==> src/rtl/lcd_panel_receiver_pkg.sv <==
// lcd_pkg: command bytes, character range and FSM states for the LCD panel receiver
package lcd_pkg;
  localparam logic [7:0] CMD_CLEAR        = 8'h01;
  localparam logic [7:0] CMD_HOME         = 8'h02;
  localparam logic [7:0] CMD_SETADDR_MASK = 8'h80;
  localparam logic [7:0] CHAR_SPACE       = 8'h20;
  localparam logic [7:0] CHAR_MIN         = 8'h20;
  localparam logic [7:0] CHAR_MAX         = 8'h7E;
  typedef enum logic [1:0] {IDLE, CLEAR, BUSY} state_t;
  function automatic logic is_printable(input logic [7:0] b);
    return (b >= CHAR_MIN) && (b <= CHAR_MAX);
  endfunction
endpackage

==> src/rtl/lcd_panel_receiver_if.sv <==
// lcd_panel_receiver_if: panel bus, readback port and status signals
interface lcd_panel_receiver_if #(parameter int ADDR_W = 5);
  logic [7:0]        lcd_data;
  logic              lcd_enable;
  logic [ADDR_W-1:0] rd_addr;
  logic [7:0]        rd_char;
  logic [ADDR_W-1:0] cursor;
  logic              busy;
  logic              char_valid;
  logic [7:0]        char_out;
  logic [ADDR_W-1:0] char_addr;
  logic              err_illegal;
  logic              err_overrun;
  modport master (
    output lcd_data, lcd_enable, rd_addr,
    input  rd_char, cursor, busy, char_valid, char_out, char_addr, err_illegal, err_overrun
  );
  modport slave (
    input  lcd_data, lcd_enable, rd_addr,
    output rd_char, cursor, busy, char_valid, char_out, char_addr, err_illegal, err_overrun
  );
endinterface

==> src/rtl/lcd_panel_receiver_ddram.sv <==
// lcd_ddram: single-write-port display RAM with a registered read-first read port
module lcd_ddram #(
  parameter int DEPTH  = 32,
  parameter int ADDR_W = 5
) (
  input  logic              clk,
  input  logic              reset,
  input  logic              i_we,
  input  logic [ADDR_W-1:0] i_waddr,
  input  logic [7:0]        i_wdata,
  input  logic [ADDR_W-1:0] i_raddr,
  output logic [7:0]        o_rdata
);
  logic [7:0] r_mem [DEPTH];
  // storage is not reset; the receiver's clear sequence initialises it
  always_ff @(posedge clk)
    if (i_we) r_mem[i_waddr] <= i_wdata;
  // read register sees the pre-write contents on a same-address collision
  always_ff @(posedge clk)
    if (reset) o_rdata <= '0;
    else o_rdata <= r_mem[i_raddr];
endmodule

==> src/rtl/lcd_panel_receiver.sv <==
// lcd_panel_receiver: decodes lcd_enable strobes into a character buffer with cursor
module lcd_panel_receiver
  import lcd_pkg::*;
#(
  parameter int COLS        = 16,
  parameter int ROWS        = 2,
  parameter int ADDR_W      = 5,
  parameter int BUSY_CYCLES = 4
) (
  input logic                clk,
  input logic                reset,
  lcd_panel_receiver_if.slave bus
);
  localparam int DEPTH = COLS * ROWS;
  localparam int CNT_W = BUSY_CYCLES > 1 ? $clog2(BUSY_CYCLES) : 1;
  state_t            r_state;
  logic [ADDR_W-1:0] r_clr_addr, r_cursor, r_char_addr;
  logic [CNT_W-1:0]  r_cnt;
  logic              r_en_q, r_pend, r_char_valid, r_err_illegal, r_err_overrun;
  logic [7:0]        r_data_q, r_char_out;
  logic              w_busy, w_strobe, w_print, w_setaddr, w_clear, w_home, w_illegal, w_we;
  logic [ADDR_W-1:0] w_waddr, w_cursor_inc;
  logic [7:0]        w_wdata;
  // data_q only moves while enable is high, so it still holds the byte one cycle after the strobe
  always_comb begin
    w_busy       = r_state != IDLE;
    w_strobe     = r_en_q & ~bus.lcd_enable;
    w_print      = r_pend & is_printable(r_data_q);
    w_setaddr    = r_pend & r_data_q[7] & (int'(r_data_q[6:0]) < DEPTH);
    w_clear      = r_pend & (r_data_q == CMD_CLEAR);
    w_home       = r_pend & (r_data_q == CMD_HOME);
    w_illegal    = r_pend & ~(w_print | w_setaddr | w_clear | w_home);
    w_we         = (r_state == CLEAR) | w_print;
    w_waddr      = r_state == CLEAR ? r_clr_addr : r_cursor;
    w_wdata      = r_state == CLEAR ? CHAR_SPACE : r_data_q;
    w_cursor_inc = r_cursor == ADDR_W'(DEPTH - 1) ? '0 : r_cursor + 1'b1;
  end
  // strobe detection; a strobe seen while busy is dropped and flagged
  always_ff @(posedge clk)
    if (reset) begin
      r_en_q        <= 1'b0;
      r_data_q      <= '0;
      r_pend        <= 1'b0;
      r_err_overrun <= 1'b0;
    end else begin
      r_en_q <= bus.lcd_enable;
      if (bus.lcd_enable) r_data_q <= bus.lcd_data;
      r_pend <= w_strobe & ~w_busy;
      if (w_strobe & w_busy) r_err_overrun <= 1'b1;
    end
  // control FSM: clear fill, post-clear busy time, and cursor updates while idle
  always_ff @(posedge clk)
    if (reset) begin
      r_state    <= CLEAR;
      r_clr_addr <= '0;
      r_cnt      <= '0;
      r_cursor   <= '0;
    end else
      case (r_state)
        IDLE:
          if (w_clear) begin
            r_state    <= CLEAR;
            r_clr_addr <= '0;
          end else if (w_home) r_cursor <= '0;
          else if (w_setaddr) r_cursor <= r_data_q[ADDR_W-1:0];
          else if (w_print) r_cursor <= w_cursor_inc;
        CLEAR: begin
          r_clr_addr <= r_clr_addr + 1'b1;
          if (r_clr_addr == ADDR_W'(DEPTH - 1)) begin
            r_state    <= BUSY;
            r_clr_addr <= '0;
            r_cnt      <= '0;
            r_cursor   <= '0;
          end
        end
        BUSY:
          if (r_cnt == CNT_W'(BUSY_CYCLES - 1)) r_state <= IDLE;
          else r_cnt <= r_cnt + 1'b1;
        default: r_state <= IDLE;
      endcase
  // character pulse outputs and sticky illegal-byte flag
  always_ff @(posedge clk)
    if (reset) begin
      r_char_valid  <= 1'b0;
      r_char_out    <= '0;
      r_char_addr   <= '0;
      r_err_illegal <= 1'b0;
    end else begin
      r_char_valid <= w_print;
      if (w_print) begin
        r_char_out  <= r_data_q;
        r_char_addr <= r_cursor;
      end
      if (w_illegal) r_err_illegal <= 1'b1;
    end
  lcd_ddram #(.DEPTH(DEPTH), .ADDR_W(ADDR_W)) u_ddram (
    .clk     (clk),
    .reset   (reset),
    .i_we    (w_we),
    .i_waddr (w_waddr),
    .i_wdata (w_wdata),
    .i_raddr (bus.rd_addr),
    .o_rdata (bus.rd_char)
  );
  assign bus.cursor      = r_cursor;
  assign bus.busy        = w_busy;
  assign bus.char_valid  = r_char_valid;
  assign bus.char_out    = r_char_out;
  assign bus.char_addr   = r_char_addr;
  assign bus.err_illegal = r_err_illegal;
  assign bus.err_overrun = r_err_overrun;
endmodule

==> src/flat_wrapper.sv <==
// flat-port wrapper written by rule: the top's interface ports become plain ports
module lcd_panel_receiver_flat import lcd_pkg::*;
#(
  parameter int COLS        = 16,
  parameter int ROWS        = 2,
  parameter int ADDR_W      = 5,
  parameter int BUSY_CYCLES = 4
)
  (clk, reset, bus_lcd_data, bus_lcd_enable, bus_rd_addr, bus_rd_char, bus_cursor, bus_busy, bus_char_valid, bus_char_out, bus_char_addr, bus_err_illegal, bus_err_overrun);
  lcd_panel_receiver_if #(.ADDR_W(ADDR_W)) bus_i ();
  input logic clk;
  input logic reset;
  input wire logic [$bits(bus_i.lcd_data)-1:0] bus_lcd_data;
  input wire logic [$bits(bus_i.lcd_enable)-1:0] bus_lcd_enable;
  input wire logic [$bits(bus_i.rd_addr)-1:0] bus_rd_addr;
  output wire logic [$bits(bus_i.rd_char)-1:0] bus_rd_char;
  output wire logic [$bits(bus_i.cursor)-1:0] bus_cursor;
  output wire logic [$bits(bus_i.busy)-1:0] bus_busy;
  output wire logic [$bits(bus_i.char_valid)-1:0] bus_char_valid;
  output wire logic [$bits(bus_i.char_out)-1:0] bus_char_out;
  output wire logic [$bits(bus_i.char_addr)-1:0] bus_char_addr;
  output wire logic [$bits(bus_i.err_illegal)-1:0] bus_err_illegal;
  output wire logic [$bits(bus_i.err_overrun)-1:0] bus_err_overrun;
  assign bus_i.lcd_data = bus_lcd_data;
  assign bus_i.lcd_enable = bus_lcd_enable;
  assign bus_i.rd_addr = bus_rd_addr;
  assign bus_rd_char = bus_i.rd_char;
  assign bus_cursor = bus_i.cursor;
  assign bus_busy = bus_i.busy;
  assign bus_char_valid = bus_i.char_valid;
  assign bus_char_out = bus_i.char_out;
  assign bus_char_addr = bus_i.char_addr;
  assign bus_err_illegal = bus_i.err_illegal;
  assign bus_err_overrun = bus_i.err_overrun;
  lcd_panel_receiver #(.COLS(COLS), .ROWS(ROWS), .ADDR_W(ADDR_W), .BUSY_CYCLES(BUSY_CYCLES)) u_core (.clk(clk), .reset(reset), .bus(bus_i));
endmodule
==> config.mk <==
export PLATFORM = sky130hd
export DESIGN_NAME = lcd_panel_receiver_flat
export DESIGN_NICKNAME = d
export VERILOG_FILES = /design/src/rtl/lcd_panel_receiver_pkg.sv /design/src/rtl/lcd_panel_receiver_if.sv /design/src/rtl/lcd_panel_receiver_ddram.sv /design/src/rtl/lcd_panel_receiver.sv /design/src/flat_wrapper.sv
export SDC_FILE = /design/constraint.sdc
export NUM_CORES = 1
export LEC_CHECK = 0
export ABC_CLOCK_PERIOD_IN_PS = 4500
export CAP_MARGIN = 10
export CORE_UTILIZATION = 50
export CTS_BUF_LIST = sky130_fd_sc_hd__clkbuf_8 sky130_fd_sc_hd__clkbuf_16
export DETAILED_ROUTE_END_ITERATION = 16
export PLACE_DENSITY = 0.67
export RECOVER_POWER = 100
export SLEW_MARGIN = 20
export SYNTH_ARGS = -nofsm -noshare
export SYNTH_HDL_FRONTEND = slang
export SYNTH_SLANG_ARGS = --single-unit
==> constraint.sdc <==
create_clock -name clk -period 4.5 [get_ports clk]
set_clock_uncertainty 0.2 [all_clocks]
set_input_delay 0.45 -clock clk [delete_from_list [all_inputs] [get_ports clk]]
set_output_delay 0.45 -clock clk [all_outputs]
set_load 0.03 [all_outputs]
=== Word-level counts from Yosys, hierarchy flattened ===
Memory sizes are Yosys's and may differ from the RTL's. A register that Yosys moved wholly into a read port is not among the register bits.
Index checks and enable logic that the tools add are counted.
Widths: inputs -> output; s select.

* Add/subtract/negate cells: 3
* Order comparisons: 3
* Equal/unequal tests: 13
* Mux-type cells: 21
* Bitwise gates (word level): 16
* Reductions and logical operators: 9

{| class="wikitable"
|+ Operator list
! kind !! number
|-
| $mux 5 || 9
|-
| $pmux 5 s2 || 2
|-
| $add 5x1->5 const B || 2
|-
| $eq 5x5->1 const B || 2
|-
| $mux 2 || 5
|-
| $and 1x1->1 || 9
|-
| $eq 8x1->1 const B || 1
|-
| $eq 8x2->1 const B || 1
|-
| $ge 8x6->1 const B || 1
|-
| $le 8x7->1 const B || 1
|-
| $mux 8 || 1
|-
| $lt 7x6->1 const B || 1
|-
| $ne 2x2->1 const B || 3
|-
| $pmux 2 s3 || 1
|-
| $reduce_and 3->1 || 2
|-
| $reduce_bool 2->1 || 3
|-
| $eq 2x2->1 const B || 2
|-
| $ne 2x1->1 const B || 2
|-
| $ne 4x1->1 const B || 1
|-
| $or 1x1->1 || 4
|-
| $pmux 2 s2 || 1
|-
| $reduce_and 4->1 || 1
|-
| $not 1->1 || 3
|-
| $add 2x1->2 const B || 1
|-
| other kinds (5) || 6
|}

* Register bits: 40
* Bits in writable memories: 256
* Output and inout bits: 30
* Memories kept: 1

{| class="wikitable"
|+ Memories
! name !! depth !! width !! read ports !! clocked after Yosys merged registers in !! write ports !! line !! source
|-
| u_core.u_ddram.r_mem || 32 || 8 || 1 || 1 || 1 || lcd_panel_receiver_ddram.sv:14 || <nowiki>logic [7:0] r_mem [DEPTH];</nowiki>
|}

=== Logic depth before layout (Yosys ltp) ===
* Word-level depth: 8
* Gate-level depth with buffers: 9
* Gate-level depth less buffers: 8

=== Hierarchy ===
Synthesis repeated with hierarchy kept, for this count alone.

* Cells, all modules: 688
* Area, all modules: 12256.8 µm²

{| class="wikitable"
|+ Modules (own cells, without submodules)
! module !! times used !! cells each !! area an instance (µm²)
|-
| lcd_ddram || 1 || 472 || 10387.5
|-
| lcd_panel_receiver || 1 || 216 || 1869.3
|}

=== Worst setup path before layout ===
Ideal clock, no wire load.

* Path kind: flip-flop to flip-flop
* Start point: reg u_core.r_state[1]
* End point: mem u_core.u_ddram.r_mem[19][0] (enable)
* Setup time: 0.371 ns
* Arrival time: 1.897 ns
* Required time: 3.929 ns
* Slack: 2.033 ns
* Cell stages (with the launch flop): 8
* Period minus slack after synthesis: 2.467 ns
* Path through: dfxtp_1 inv_1 ha_1 clkbuf_1 clkbuf_1 mux2i_1 nand2_1 nor2_1

* Longest elaborated chain between the ends: 4

{| class="wikitable"
|+ Ends and longest elaborated chain
! element !! line !! source
|-
| start: declaration || lcd_panel_receiver.sv:16 || <nowiki>state_t r_state;</nowiki>
|-
| start signal: assignment || lcd_panel_receiver.sv:54 || <nowiki>r_state <= CLEAR;</nowiki>
|-
| start signal: assignment || lcd_panel_receiver.sv:62 || <nowiki>r_state <= CLEAR;</nowiki>
|-
| start signal: assignment || lcd_panel_receiver.sv:70 || <nowiki>r_state <= BUSY;</nowiki>
|-
| $eq 2x1->1 * || lcd_panel_receiver.sv:33, lcd_panel_receiver.sv:34 ||
|-
| $or 1x1->1 || lcd_panel_receiver.sv:33 || <nowiki>w_we = (r_state == CLEAR) | w_print;</nowiki>
|-
| $mux 1 || lcd_panel_receiver_ddram.sv:17 || <nowiki>if (i_we) r_mem[i_waddr] <= i_wdata;</nowiki>
|-
| $mux 1 (not written as such) || lcd_panel_receiver_ddram.sv:17 ||
|-
| end: declaration || lcd_panel_receiver_ddram.sv:14 ||
|}

Every way passes the cells marked *; elsewhere a longest branch is shown, timed or not.

=== Worst setup path after layout ===
* Start point: reg u_core.r_state[1]
* End point: mem u_core.u_ddram.r_mem[18][5] (data pin)

* Longest elaborated chain between the ends: 2

{| class="wikitable"
|+ Ends and longest elaborated chain
! element !! line !! source
|-
| $eq 2x1->1 || lcd_panel_receiver.sv:35 || <nowiki>w_wdata = r_state == CLEAR ? CHAR_SPACE : r_data_q;</nowiki>
|-
| $mux 8 || lcd_panel_receiver.sv:35 ||
|-
| via u_core.u_ddram.i_wdata[5] || lcd_panel_receiver_ddram.sv:10 || <nowiki>input logic [7:0] i_wdata,</nowiki>
|}

The timed path passes the listed nets, and every way through them passes these cells.

==> results by group <==
Clock tree
  • Clock buffer depth: 3
  • CTS Sinks: ~300
  • Clk slew on worst S/H paths: about 0.06 ns
  • CTS Hold Bufs: 0
  • Root buffer cell: clkbuf_16
  • Post-cts resize count: 0
  • Postcts setup bufs: 0
  • Clk_lat worst skew: ~0.54 ns
  • Num CTS Buffers: 30
  • H-Tree Depth: 1
  • CTS tree: done

Place
  • Final GP Congestion: between 0.8 and 0.9
  • Pre-CTS setup slack: 0.919 ns
  • HPWL after DPL: 16600 µm
  • Buffers on Ports: 45

Min path
  • Hold Crit Depth: 2
  • Hold WC Path Type: register to register

Status
  • Failing checks: max-capacitance violations, max-slew violations
  • Status: finished with violations

Timing
  • RSZ-0062 raised after global routing: false
  • Worst-margin pin slew: 2.25 ns
  • PnR worst setup slack: about 0.81 ns
  • Fin. Hold Viols: 0
  • Period utilisation layout: between 80 and 90%
  • Final setup TNS: 0 ns
  • Max-slew headroom: -49.9%
  • Final Critical Period: about 3.7 ns
  • Final Max Slew Viols: roughly 130
  • Final setup fails: 0
  • Max Fclk: ~0.27 GHz

Cells and area
  • Fillers: about 1800
  • Nets@finish: roughly 790
  • Synthesis-to-layout area growth: 13.4%
  • Share of cells above drive strength 1: ~17%
  • N_diodes: 0

Setup path
  • Crit Path Max Fanout: 32
  • CP Class: register to register
  • Slowest-stage cell, CP: or2_0
  • CP startpoint kind: register
  • Max incr delay on CP: about 1.7 ns
  • CP top delay family: simple AND/OR/NAND/NOR gates
  • Crit path buf inv count: 1
  • Crit path DAT: ~3.5 ns
  • Crit. End Element: register
  • WP depth: 3
  • Critical path, cell by cell: inv_1 -> ha_1 -> or2_0
  • Req. time, crit path: 4.31 ns
  • Cells on worst reg2reg path: 3

Yosys
  • Flops & latches, synth: between 300 and 400
  • Main synth FF type: edfxtp_1
  • Post-synth EDFFs: approximately 260
  • Yosys warns: 0
  • Ranking of synthesized cells by area: edfxtp_1 (63%), mux4_2 (11%), dfxtp_1 (7.9%)
  • Syn Area/Cell: around 17 µm²
  • Top cell type's share of synthesized area: between 60% and 70%
  • Synth area leader: edfxtp_1
  • Count leader, synth: edfxtp_1
  • Post-synth ARST share: 0%
  • Syn Inst Count: 705
  • Syn_nets: around 730
  • Synth top cells by count: edfxtp_1 (256), nor2_1 (77), mux4_2 (62)
  • Sequential share of the synthesized area: roughly 71%
  • Post-synthesis instance area: roughly 12000 µm²
  • Post-synth cell types: 53

Die
  • # rows: 56
  • Die Wd: about 160 µm
  • Num ports: 46
  • Die Y: between 150 and 200 µm
  • Initial Util: about half
  • CORE AREA: 23700 µm²
  • Die Area: between 20000 and 25000 µm²

Power and ir drop
  • Total power: 6610 µW
  • Leakage: ~0.0047 µW
  • Pwr dens: around 480 nW/µm²
  • Peak VDD IR: ~0.36 mV

GRT
  • GRT overflow: 0
  • Total Routing Usage GR: between 20% and 30%
  • Vias in the first global route: roughly 6600
  • Largest net degree at the start of global routing: 50
  • Initial antenna violation count: 0
  • First-pass GRT wire length: around 40000 µm

Route
  • Drt initial violations: 679
  • Vias per cell: about 6
  • Wire length per cell: 23.5 µm
  • DRT Wirelength: approximately 26000 µm
  • DRT Pass-1 Iters: 5
  • Antenna Violating Nets Remaining: 0
  • Vias: about 6500
  • DRC viols: 0

Flow run
  • MaxCap Viol Count: 4
## power breakdown
group / total, µW / internal (µW) / switching, µW
clock network: 2280 / 1260 / 1020
registers: 3400 / 3330 / 63.6
logic: 936 / 264 / 672
total: 6610 / 4860 / 1750
## per-stage QoR
stage,hold WS [ns],instances,util (%),cell area (µm²)
finish,0.275,1102,58.2,13800
global route,0.309,1102,58.2,13800
CTS,0.284,1102,58.5,13900
detailed placement,0.266,1048,54.7,13000
global placement,0.256,1048,54.7,13000
floorplan,0.263,705,-,12200
## cell type report
| class | instances | area (µm²) | share of cell area, % |
|---|---|---|---|
| flip-flops and latches | 304 | 8650 | 62.7 |
| repair buffers | 59 | 522 | 3.78 |
| well taps | 319 | 399 | 2.89 |
| inverters | 10 | 37.5 | 0.272 |
| clock inverters | 24 | 151 | 1.10 |
| multi-input cells | 356 | 3280 | 23.8 |
| clock buffers | 30 | 751 | 5.44 |
## flip-flops by register name, summed over array words and instances, names as in the netlist
signal,cells
u_core.bus.char_addr,5
u_core.bus.char_out,8
u_core.bus.char_valid,1
u_core.bus.cursor,5
u_core.bus.err_illegal,1
u_core.bus.err_overrun,1
u_core.r_clr_addr,5
u_core.r_cnt,2
u_core.r_data_q,8
u_core.r_en_q,1
u_core.r_pend,1
u_core.r_state,2
u_core.u_ddram.o_rdata,8
u_core.u_ddram.r_mem,256
## cell usage in the layout, fill, tap and decap left out, drive strengths merged, types with 10 or more instances in the layout
master / netlist / layout
edfxtp: 256 / 256
dlygate4sd3: 0 / 32
buf: 19 / 10
mux4: 62 / 62
mux2i: 37 / 37
clkbuf: 16 / 38
nor2: 78 / 78
a21oi: 14 / 14
o21ai: 10 / 10
nor2b: 22 / 22
dfxtp: 48 / 48
inv: 10 / 14
clkinv: 0 / 14
nand2: 31 / 31
## worst min-delay path, cell delays in order (launching register included)
cell     delay (ns)
dfxtp_1        0.33
a31oi_1        0.04
nor2_1         0.07
## layer usage
layer  vias to the layer above  part of all wire [%]  global-route usage [%]
met5                         -                     0                       0
met3                        38                   5.8                    2.46
met1                      3343                    45                    32.7
met2                       245                    47                    34.7
li1                       2887                     -                       -
met4                         0                   2.0                    6.01
## path summary, 6_finish.rpt
kind,startpoint,to,slack (ns)
max reg2reg,u_core.r_state[1]$_SDFFE_PP0P_,u_core.u_ddram.r_mem[18][5]$_DFFE_PP_,0.81
min,u_core.bus.err_illegal$_SDFFE_PP0P_,u_core.bus.err_illegal$_SDFFE_PP0P_,0.28
max,u_core.r_state[1]$_SDFFE_PP0P_,u_core.u_ddram.r_mem[18][5]$_DFFE_PP_,0.81
min reg2reg,u_core.bus.err_illegal$_SDFFE_PP0P_,u_core.bus.err_illegal$_SDFFE_PP0P_,0.28
## cells by family after synthesis
family,Yosys count,synth area share [%]
DFF,304,71.1
and+or+nand+nor,173,6.69
muxes,106,15.2
AOI/OAI and AO/OA,67,4.19
buffers and inverters,45,1.83
adders and majority gates,8,0.823
xor gates and xnor gates,2,0.144
Power figures use the tool's default switching activity.
